### src/rtl/adc_scan_ctrl.sv
// -----------------------------------------------------------------------------
// adc_scan_ctrl
//
// Round-robin scan sequencer for the on-chip 12-bit ADC hard macro. Walks the
// channels enabled in chan_mask, lets the analog mux settle, fires a one-cycle
// start-of-conversion, waits for a rising end-of-conversion (with timeout) and
// publishes each result tagged with its channel. A 2-bit battery level is kept
// for channel BATT_CH.
//
// Optional feature macro: ADC_SCAN_AVG_EN
//   When defined, each channel visit runs 4 back-to-back conversions (no
//   re-settle) and publishes their truncated mean. A timeout on any of the 4
//   discards the visit.
//
// Ports
//   clk_adc       in   ADC clock (same net as the macro); sole clock
//   rst_n         in   asynchronous active-low reset
//   enable        in   scan enable (level)
//   chan_mask     in   [7:0] bit i set = channel i scanned
//   adc_eoc       in   macro end-of-conversion
//   adc_dout      in   [11:0] macro conversion data
//   adc_soc       out  start-of-conversion pulse
//   adc_s         out  [2:0] channel select
//   result_valid  out  one-cycle result strobe
//   result_data   out  [11:0] result, held until next strobe
//   result_chan   out  [2:0] channel of result_data
//   batt_level    out  [1:0] 0 = no sample, 1 full, 2 mid, 3 low
//   err_timeout   out  sticky timeout flag
// -----------------------------------------------------------------------------
module adc_scan_ctrl #(
    parameter int SETTLE_CYC  = 4,
    parameter int TIMEOUT_CYC = 1023,
    parameter int BATT_CH     = 1,
    parameter int BATT_HI     = 2699,
    parameter int BATT_LO     = 2389
) (
    input  logic        clk_adc,
    input  logic        rst_n,
    input  logic        enable,
    input  logic [7:0]  chan_mask,
    input  logic        adc_eoc,
    input  logic [11:0] adc_dout,
    output logic        adc_soc,
    output logic [2:0]  adc_s,
    output logic        result_valid,
    output logic [11:0] result_data,
    output logic [2:0]  result_chan,
    output logic [1:0]  batt_level,
    output logic        err_timeout
);

    typedef enum logic [2:0] {
        IDLE, SELECT, SETTLE, START, WAIT, CAPTURE, NEXT
    } state_t;

    localparam logic [15:0] SETTLE_LOAD  = 16'(SETTLE_CYC);
    // WAIT fires on the cycle the counter is at 1, so the sticky flag becomes
    // visible exactly TIMEOUT_CYC cycles after the soc cycle.
    localparam logic [15:0] TIMEOUT_LOAD = 16'(TIMEOUT_CYC - 1);
    localparam logic [2:0]  BATT_CH_V    = 3'(BATT_CH);
    localparam logic [11:0] BATT_HI_V    = 12'(BATT_HI);
    localparam logic [11:0] BATT_LO_V    = 12'(BATT_LO);

    state_t      state_reg, state_next;
    logic [15:0] cnt_reg, cnt_next;
    logic [2:0]  chan_reg, chan_next;
    logic        eoc_prev_reg;
    logic        soc_reg, soc_next;
    logic        result_valid_reg, result_valid_next;
    logic [11:0] result_data_reg, result_data_next;
    logic [2:0]  result_chan_reg, result_chan_next;
    logic [1:0]  batt_level_reg, batt_level_next;
    logic        err_timeout_reg, err_timeout_next;
    logic [11:0] capture_value;

`ifdef ADC_SCAN_AVG_EN
    logic [13:0] acc_reg, acc_next;
    logic [1:0]  conv_reg, conv_next;
    assign capture_value = acc_reg[13:2];
`else
    logic [11:0] sample_reg, sample_next;
    assign capture_value = sample_reg;
`endif

    logic eoc_rise;
    assign eoc_rise = adc_eoc & ~eoc_prev_reg;

    // Next-channel search: rotate the mask so that bit 0 is the first
    // candidate, then take the lowest set bit. From IDLE the search starts at
    // channel 0 (lowest set bit); from NEXT it starts just above the current
    // channel, so a lone set bit wraps back onto itself.
    logic [2:0] search_base;
    logic [7:0] rot_mask;
    logic [2:0] pick_off;
    logic [2:0] pick_chan;

    assign search_base = (state_reg == IDLE) ? 3'd0 : chan_reg + 3'd1;

    genvar gi;
    generate
        for (gi = 0; gi < 8; gi++) begin : g_rot
            assign rot_mask[gi] = chan_mask[search_base + 3'(gi)];
        end
    endgenerate

    always_comb begin
        pick_off = 3'd0;
        for (int i = 7; i >= 0; i--) begin
            if (rot_mask[i]) pick_off = 3'(i);
        end
    end

    assign pick_chan = search_base + pick_off;

    // Next-state and datapath
    always_comb begin
        state_next        = state_reg;
        cnt_next          = cnt_reg;
        chan_next         = chan_reg;
        result_valid_next = 1'b0;
        result_data_next  = result_data_reg;
        result_chan_next  = result_chan_reg;
        batt_level_next   = batt_level_reg;
        err_timeout_next  = err_timeout_reg;
`ifdef ADC_SCAN_AVG_EN
        acc_next          = acc_reg;
        conv_next         = conv_reg;
`else
        sample_next       = sample_reg;
`endif

        case (state_reg)
            IDLE: begin
                if (enable && (|chan_mask)) begin
                    chan_next  = pick_chan;
                    state_next = SELECT;
                end
            end
            SELECT: begin
                cnt_next   = SETTLE_LOAD;
`ifdef ADC_SCAN_AVG_EN
                acc_next   = 14'd0;
                conv_next  = 2'd0;
`endif
                state_next = SETTLE;
            end
            SETTLE: begin
                if (cnt_reg == 16'd0) begin
                    state_next = START;
                end else begin
                    cnt_next = cnt_reg - 16'd1;
                end
            end
            START: begin
                cnt_next   = TIMEOUT_LOAD;
                state_next = WAIT;
            end
            WAIT: begin
                if (eoc_rise) begin
`ifdef ADC_SCAN_AVG_EN
                    acc_next   = acc_reg + {2'b00, adc_dout};
                    conv_next  = conv_reg + 2'd1;
                    state_next = (conv_reg == 2'd3) ? CAPTURE : START;
`else
                    sample_next = adc_dout;
                    state_next  = CAPTURE;
`endif
                end else if (cnt_reg <= 16'd1) begin
                    err_timeout_next = 1'b1;
                    state_next       = NEXT;
                end else begin
                    cnt_next = cnt_reg - 16'd1;
                end
            end
            CAPTURE: begin
                result_valid_next = 1'b1;
                result_data_next  = capture_value;
                result_chan_next  = chan_reg;
                if (chan_reg == BATT_CH_V) begin
                    if (capture_value > BATT_HI_V) begin
                        batt_level_next = 2'd1;
                    end else if (capture_value > BATT_LO_V) begin
                        batt_level_next = 2'd2;
                    end else begin
                        batt_level_next = 2'd3;
                    end
                end
                state_next = NEXT;
            end
            NEXT: begin
                if (enable && (|chan_mask)) begin
                    chan_next  = pick_chan;
                    state_next = SELECT;
                end else begin
                    state_next = IDLE;
                end
            end
            default: state_next = IDLE;
        endcase

        // Registered soc lines up exactly with the START state.
        soc_next = (state_next == START);
    end

    always_ff @(posedge clk_adc or negedge rst_n) begin
        if (!rst_n) begin
            state_reg        <= IDLE;
            cnt_reg          <= 16'd0;
            chan_reg         <= 3'd0;
            eoc_prev_reg     <= 1'b0;
            soc_reg          <= 1'b0;
            result_valid_reg <= 1'b0;
            result_data_reg  <= 12'd0;
            result_chan_reg  <= 3'd0;
            batt_level_reg   <= 2'd0;
            err_timeout_reg  <= 1'b0;
`ifdef ADC_SCAN_AVG_EN
            acc_reg          <= 14'd0;
            conv_reg         <= 2'd0;
`else
            sample_reg       <= 12'd0;
`endif
        end else begin
            state_reg        <= state_next;
            cnt_reg          <= cnt_next;
            chan_reg         <= chan_next;
            eoc_prev_reg     <= adc_eoc;
            soc_reg          <= soc_next;
            result_valid_reg <= result_valid_next;
            result_data_reg  <= result_data_next;
            result_chan_reg  <= result_chan_next;
            batt_level_reg   <= batt_level_next;
            err_timeout_reg  <= err_timeout_next;
`ifdef ADC_SCAN_AVG_EN
            acc_reg          <= acc_next;
            conv_reg         <= conv_next;
`else
            sample_reg       <= sample_next;
`endif
        end
    end

    assign adc_soc      = soc_reg;
    assign adc_s        = chan_reg;
    assign result_valid = result_valid_reg;
    assign result_data  = result_data_reg;
    assign result_chan  = result_chan_reg;
    assign batt_level   = batt_level_reg;
    assign err_timeout  = err_timeout_reg;

endmodule

### config.mk
export PLATFORM = sky130hd
export DESIGN_NAME = adc_scan_ctrl
export DESIGN_NICKNAME = d
export VERILOG_FILES = /design/src/rtl/adc_scan_ctrl.sv
export SDC_FILE = /design/constraint.sdc
export NUM_CORES = 1
export LEC_CHECK = 0
export CAP_MARGIN = 20
export CORE_ASPECT_RATIO = 1.1
export CORE_MARGIN = 2
export CORE_UTILIZATION = 49
export DETAILED_ROUTE_END_ITERATION = 10
export GPL_TIMING_DRIVEN = 1
export PLACE_DENSITY = 0.76
export SETUP_SLACK_MARGIN = 0.15
export SYNTH_ARGS = -nofsm -noshare
export SYNTH_HDL_FRONTEND = slang
export SYNTH_SLANG_ARGS = --single-unit
### constraint.sdc
create_clock -name clk_adc -period 3.87 [get_ports clk_adc]
set_clock_uncertainty 0.05 [all_clocks]
set_input_delay 0.774 -clock clk_adc [delete_from_list [all_inputs] [get_ports clk_adc]]
set_output_delay 0.774 -clock clk_adc [all_outputs]
set_load 0.005 [all_outputs]
==> results of run 1 <==
## routing by layer
layer	global-route usage	share of wire	wire (µm)	up-vias
li1	-	-	-	1209
met1	0.294	0.44	3050	1211
met5	0	0	0	-
met4	0.0658	0.021	144	0
met3	0.0394	0.050	350	12
met2	0.343	0.49	3430	84
## cells in the mapped netlist (all sizes together), types with 7 or more instances
master,count,share of area
nand3,8,0.013
nor2,27,0.035
xnor2,7,0.020
dfrtp,55,0.45
inv,10,0.012
nor3,7,0.011
clkbuf,9,0.011
o21ai,24,0.039
a21oi,9,0.015
nand2b,13,0.026
nand2,37,0.045
mux2i,8,0.027
mux2,24,0.088
## placed cells by master, fill, tap and decap left out, types with 3 or more instances in the layout
cell type | netlist | routed
inv_1 | 10 | 9
nor3_1 | 7 | 6
a21oi_1 | 9 | 9
nor2_1 | 26 | 25
nand3_1 | 8 | 8
mux2_2 | 21 | 20
xnor2_1 | 7 | 5
o21ai_1 | 4 | 4
a31oi_1 | 5 | 5
nand2b_1 | 13 | 13
o21ai_0 | 20 | 20
mux2i_1 | 7 | 6
dlymetal6s2s_1 | 0 | 4
or4b_1 | 5 | 5
a21o_1 | 3 | 3
clkbuf_8 | 0 | 5
or2_1 | 3 | 3
mux4_2 | 3 | 3
xor2_1 | 6 | 6
o211ai_1 | 4 | 4
dfrtp_1 | 55 | 55
nor2b_1 | 5 | 5
clkdlybuf4s50_1 | 0 | 41
buf_4 | 0 | 18
nand2_1 | 37 | 37
ha_1 | 6 | 3
nand3b_1 | 3 | 3
and2_1 | 3 | 3
nand4b_1 | 3 | 3
## per-stage QoR
step / cell area, µm² / TNS (ps)
6_report: 3880 / 0
5_1_grt: 3880 / 0
4_1_cts: 3800 / 0
3_5_place_dp: 3680 / -158
3_3_place_gp: 3680 / -6.29
2_1_floorplan: 3090 / 0
## cells by family (layout without fill, tap and decap cells)
family                   count (synthesis)  after routing  share of synthesized area
AND/OR/NAND/NOR                        127            127                      0.214
flip-flops                              55             55                      0.446
AO/OA/AOI/OAI                           52             52                      0.101
multiplexers                            35             35                      0.137
buffers and inverters                   26             83                     0.0352
XOR/XNOR                                13             13                     0.0369
adder cells (fa/ha/maj)                  7              7                     0.0308
## cell type report
| class | count | share of cell area |
|---|---|---|
| clock buffer | 6 | 0.0187 |
| clock inverter | 2 | 0.00419 |
| inverter | 11 | 0.0106 |
| multi-input combinational | 234 | 0.431 |
| sequential | 55 | 0.355 |
| tap | 80 | 0.0258 |
| timing repair buffer | 64 | 0.155 |
## power groups by stage
| stage | Clock [µW] | Combinational (µW) | Sequential [µW] |
|---|---|---|---|
| 2_1_floorplan | 0 | 1590 | 994 |
| 3_3_place_gp | 0 | 2190 | 1000 |
| 3_5_place_dp | 0 | 2230 | 1010 |
| 4_1_cts | 329 | 2350 | 1000 |
| 5_1_grt | 348 | 2840 | 1050 |
| 6_report | 323 | 2580 | 1000 |
## final timing paths
| check | start | endpoint | slack (ps) | depth (start not counted) |
|---|---|---|---|---|
| max | chan_mask[4] | adc_s[2] | 260 | 12 |
| min | capture_value[0] | result_data[0] | 430 | 2 |
| max reg2reg | adc_s[0] | adc_s[2] | 270 | 13 |
| min reg2reg | capture_value[0] | result_data[0] | 430 | 2 |
| max in group asynchronous | rst_n | state_reg[1] | 2500 | 2 |
| min in group asynchronous | rst_n | err_timeout | 510 | 1 |
## repair_timing
action	4_1_cts	5_1_grt
pin swaps	0	3
setup endpoints to repair	1	1
gates resized for setup	4	14
setup buffers	2	3
endpoints found under the hold margin	0	0
## worst register-to-register path: stages, from the launching register on
cell and delay, ps:
dfrtp_1 420, buf_4 210, or2_1 300, buf_4 180, mux4_2 450, mux2_2 290
nand2b_1 150, a31oi_1 170, nor2_1 80, fa_2 400, xnor2_2 170, nand2b_1 80
or4b_1 490, nand3_1 100
==> flow_summary.json, run 1 <==
{
  "status": "complete, no violations",
  "syn_inst": 315,
  "worst-setup-path-type": "input pin to flip-flop",
  "drc_errors": 0,
  "synth_seq_area_share": 0.446,
  "fin_crit_sh": 0.934,
  "p_int_uw": 2250,
  "fin_util": 0.634,
  "crit_path_end_kind": "flip-flop",
  "p_clk_frac": 0.083,
  "path_buf_inv": 1,
  "cp_cell_sequence": "clkdlybuf4s50_1 > a2111oi_0 > a31oi_1 > mux2_2 > nand2b_1 > a31oi_1 > nor2_1 > fa_2 > xnor2_2 > nand2b_1 > or4b_1 > nand3_1",
  "htree_levels": 2,
  "irDropWorstVdd_mv": 0.464,
  "crit_arrival_ps": 3830,
  "diodes": 0,
  "final_cells": 452,
  "rsz0062_at_grt": "no",
  "fmax_mhz": 277,
  "power_frac_seq": 0.257,
  "synth_cell_types": 50,
  "first_global_vias": 2395,
  "fin_hold_ws_ps": 425,
  "min_period_ps": 3610,
  "overflow": 0,
  "multi_input_area_um2": 1670,
  "wirelength_um": 6970,
  "largest_register_ffs": 16,
  "grt_max_degree": 39,
  "cp_max_fo": 4,
  "leakagePower_uw": 0.00171,
  "setup_slack_ps": 257,
  "nNetsFinal": 402,
  "place.gp.congestion": 0.968,
  "area_growth_pct": 25.6,
  "swShare": 0.424,
  "worst_path_max_delay_cell": "a2111oi_0",
  "clockRootBuffer": "clkbuf_8",
  "syn_area_um2": 3090,
  "wire_per_inst_um": 15.4,
  "dp_slack_ps": -158,
  "pwr-share-comb": 0.660,
  "cp-start-kind": "input pin",
  "routed_via_density": 5.57,
  "hold_class": "flip-flop to flip-flop",
  "drtIter0Drc": 149,
  "antenna_found_initial": 0,
  "syn_avg_cell_area_um2": 9.80,
  "fill_cells": 501,
  "postCtsHoldBufs": 0,
  "slew_headroom": 0.438,
  "drv_slew": 0,
  "clock_latency_ps": 310,
  "dieArea_um2": 6950,
  "clock-sinks": 55,
  "hpwl_um": 4980,
  "cts_tree": "built",
  "final_antenna_net_count": 0,
  "crit_required_ps": 4080,
  "maxCapViolations": 0,
  "seq_area_um2": 1380,
  "die_y_um": 87.3,
  "grt_pass1_wl_um": 11600,
  "synth_edf_count": 0,
  "drive_gt1_frac": 0.175,
  "setup_viol": 0,
  "ys.flop_type": "dfrtp_1",
  "dp_cells": 439,
  "yosys_warnings": 0,
  "total_power_uw": 3910,
  "syn_nets": 346,
  "final-hold-violation-count": 0,
  "rows": 30,
  "cts_buffers": 5,
  "portBuffers": 46,
  "firstDrtPassIters": 4,
  "yosys_register_bits": 55,
  "fp.dieW_um": 79.7,
  "start_util": 0.505,
  "pin_count": 47,
  "p_switching_uw": 1660,
  "clock_path_buffers": 2,
  "path_delay_family": "simple AND/OR/NAND/NOR gates",
  "grt_use_total": 0.213,
  "cp_slowest_stage_delay_ps": 500,
  "num_vias": 2516,
  "core_um2": 6120,
  "worst_pin_slew_ps": 843,
  "cts.clk_slew.worst_paths_ps": 110,
  "powerDensity_nw_per_um2": 1010,
  "synth_async_sr_flop_share": 1.00
}
No activity file was read; power rests on OpenSTA's default activity.
==> inputs of run 2 (changes only) <==
Settings changed: CORE_MARGIN 2 to 10, CTS_CLUSTER_DIAMETER set to 40.
==> flow_summary.json, run 2 (same netlist as run 1, synthesis figures left out) <==
{
  "status": "complete, no violations",
  "clock_latency_ps": 310,
  "total_power_uw": 3840,
  "cp_max_fo": 18,
  "die_y_um": 103,
  "clockRootBuffer": "clkbuf_8",
  "cp-start-kind": "flip-flop",
  "fin_crit_sh": 0.918,
  "first_global_vias": 2559,
  "final_cells": 452,
  "drtIter0Drc": 199,
  "dp_cells": 442,
  "fin_hold_ws_ps": 422,
  "setup_viol": 0,
  "min_period_ps": 3550,
  "mostFrequentLayoutCell": "dfrtp_1",
  "hold_class": "flip-flop to flip-flop",
  "slew_headroom": 0.557,
  "final_cell_mix": "dfrtp_1 (55), clkdlybuf4s50_1 (41), nand2_1 (37)",
  "fin_util": 0.628,
  "place.gp.congestion": 0.878,
  "worst_path_max_delay_cell": "or4b_1",
  "crit_arrival_ps": 3760,
  "cts.clk_slew.worst_paths_ps": 100,
  "final_antenna_net_count": 0,
  "grt_pass1_wl_um": 12200,
  "cts_tree": "built",
  "cp_slowest_stage_delay_ps": 460,
  "crit_required_ps": 4080,
  "postCtsHoldBufs": 0,
  "wire_per_inst_um": 15.8,
  "leakagePower_uw": 0.00171,
  "core_um2": 6160,
  "rows": 30,
  "diodes": 0,
  "drc_errors": 0,
  "hpwl_um": 5280,
  "cp_cell_sequence": "buf_4 > or2_4 > buf_4 > mux4_2 > mux2_2 > nand2b_1 > a31oi_1 > nor2_1 > fa_2 > xnor2_2 > nand2b_1 > or4b_1 > nand3_1",
  "firstDrtPassIters": 4,
  "fp.dieW_um": 95.7,
  "largest_register_ffs": 16,
  "placed_area_um2": 3700,
  "clock-sinks": 55,
  "powerDensity_nw_per_um2": 994,
  "irDropWorstVdd_mv": 0.434,
  "antenna_found_initial": 0,
  "drive_gt1_frac": 0.175,
  "path_delay_family": "simple AND/OR/NAND/NOR gates",
  "pin_count": 47,
  "worst-setup-path-type": "flip-flop to flip-flop",
  "crit_path_end_kind": "flip-flop",
  "routed_via_density": 5.52,
  "grt_max_degree": 31,
  "worst_pin_slew_ps": 665,
  "start_util": 0.502,
  "clock_path_buffers": 2,
  "area_growth_pct": 25.3,
  "drv_slew": 0,
  "path_buf_inv": 2,
  "dieArea_um2": 9880,
  "portBuffers": 46,
  "final_area_um2": 3870,
  "overflow": 0,
  "htree_levels": 2,
  "num_vias": 2495,
  "nNetsFinal": 402,
  "maxCapViolations": 0,
  "rsz0062_at_grt": "no",
  "final-hold-violation-count": 0,
  "grt_use_total": 0.151,
  "fmax_mhz": 281,
  "rrSetupSlack_ps": 320,
  "wirelength_um": 7140,
  "cts_buffers": 5
}
-- run 2: repair_timing --
action,4_1_cts,5_1_grt
setup endpoints to repair,1,1
pin swaps,1,4
setup buffers,2,0
gates resized for setup,2,14
-- run 2: worst register-to-register path, cell delays in order, from the launching register on --
cell and delay (ps):
dfrtp_1 400, buf_4 200, or2_4 290, buf_4 160
mux4_2 450, mux2_2 300, nand2b_1 140, a31oi_1 230
nor2_1 110, fa_2 410, xnor2_2 150, nand2b_1 70
or4b_1 460, nand3_1 90
-- run 2: worst paths after layout --
| kind | from | end | cells past startpoint |
|---|---|---|---|
| worst min register to register | capture_value[0] | result_data[0] | 2 |
| worst max register to register | adc_s[0] | adc_s[2] | 13 |
| worst max-delay path | adc_s[0] | adc_s[2] | 13 |
| min in group asynchronous | rst_n | cnt_reg[12] | 1 |
| worst min-delay path | capture_value[0] | result_data[0] | 2 |
| max in group asynchronous | rst_n | result_data[8] | 2 |
-- run 2: power breakdown --
part / internal, µW / switching [µW]
sequential: 827 / 180
clock: 130 / 189
combinational: 1250 / 1270
total: 2210 / 1640
-- run 2: area by class of cell --
| cell class | instances | area (µm²) |
|---|---|---|
| timing repair buffer | 64 | 601 |
| sequential | 55 | 1380 |
| tap | 80 | 100 |
| clock inverter | 2 | 17.5 |
| inverter | 11 | 41.3 |
| fill | 517 | 2290 |
| clock buffer | 6 | 72.6 |
| multi-input combinational | 234 | 1660 |
-- run 2: metrics by stage --
stage | TNS, ps | setup WS [ps]
after detailed placement | -119 | -119
after global placement | -20.3 | -20.3
after global routing | 0 | 140
final | 0 | 317
after floorplan | 0 | 161
after CTS | 0 | 164
-- run 2: layer usage --
metal	up-vias	wire length (µm)	global-route usage
li1	1210	-	-
met1	1198	2960	0.182
met2	69	3540	0.249
met3	18	410	0.0397
met4	0	228	0.0658
met5	-	0	0
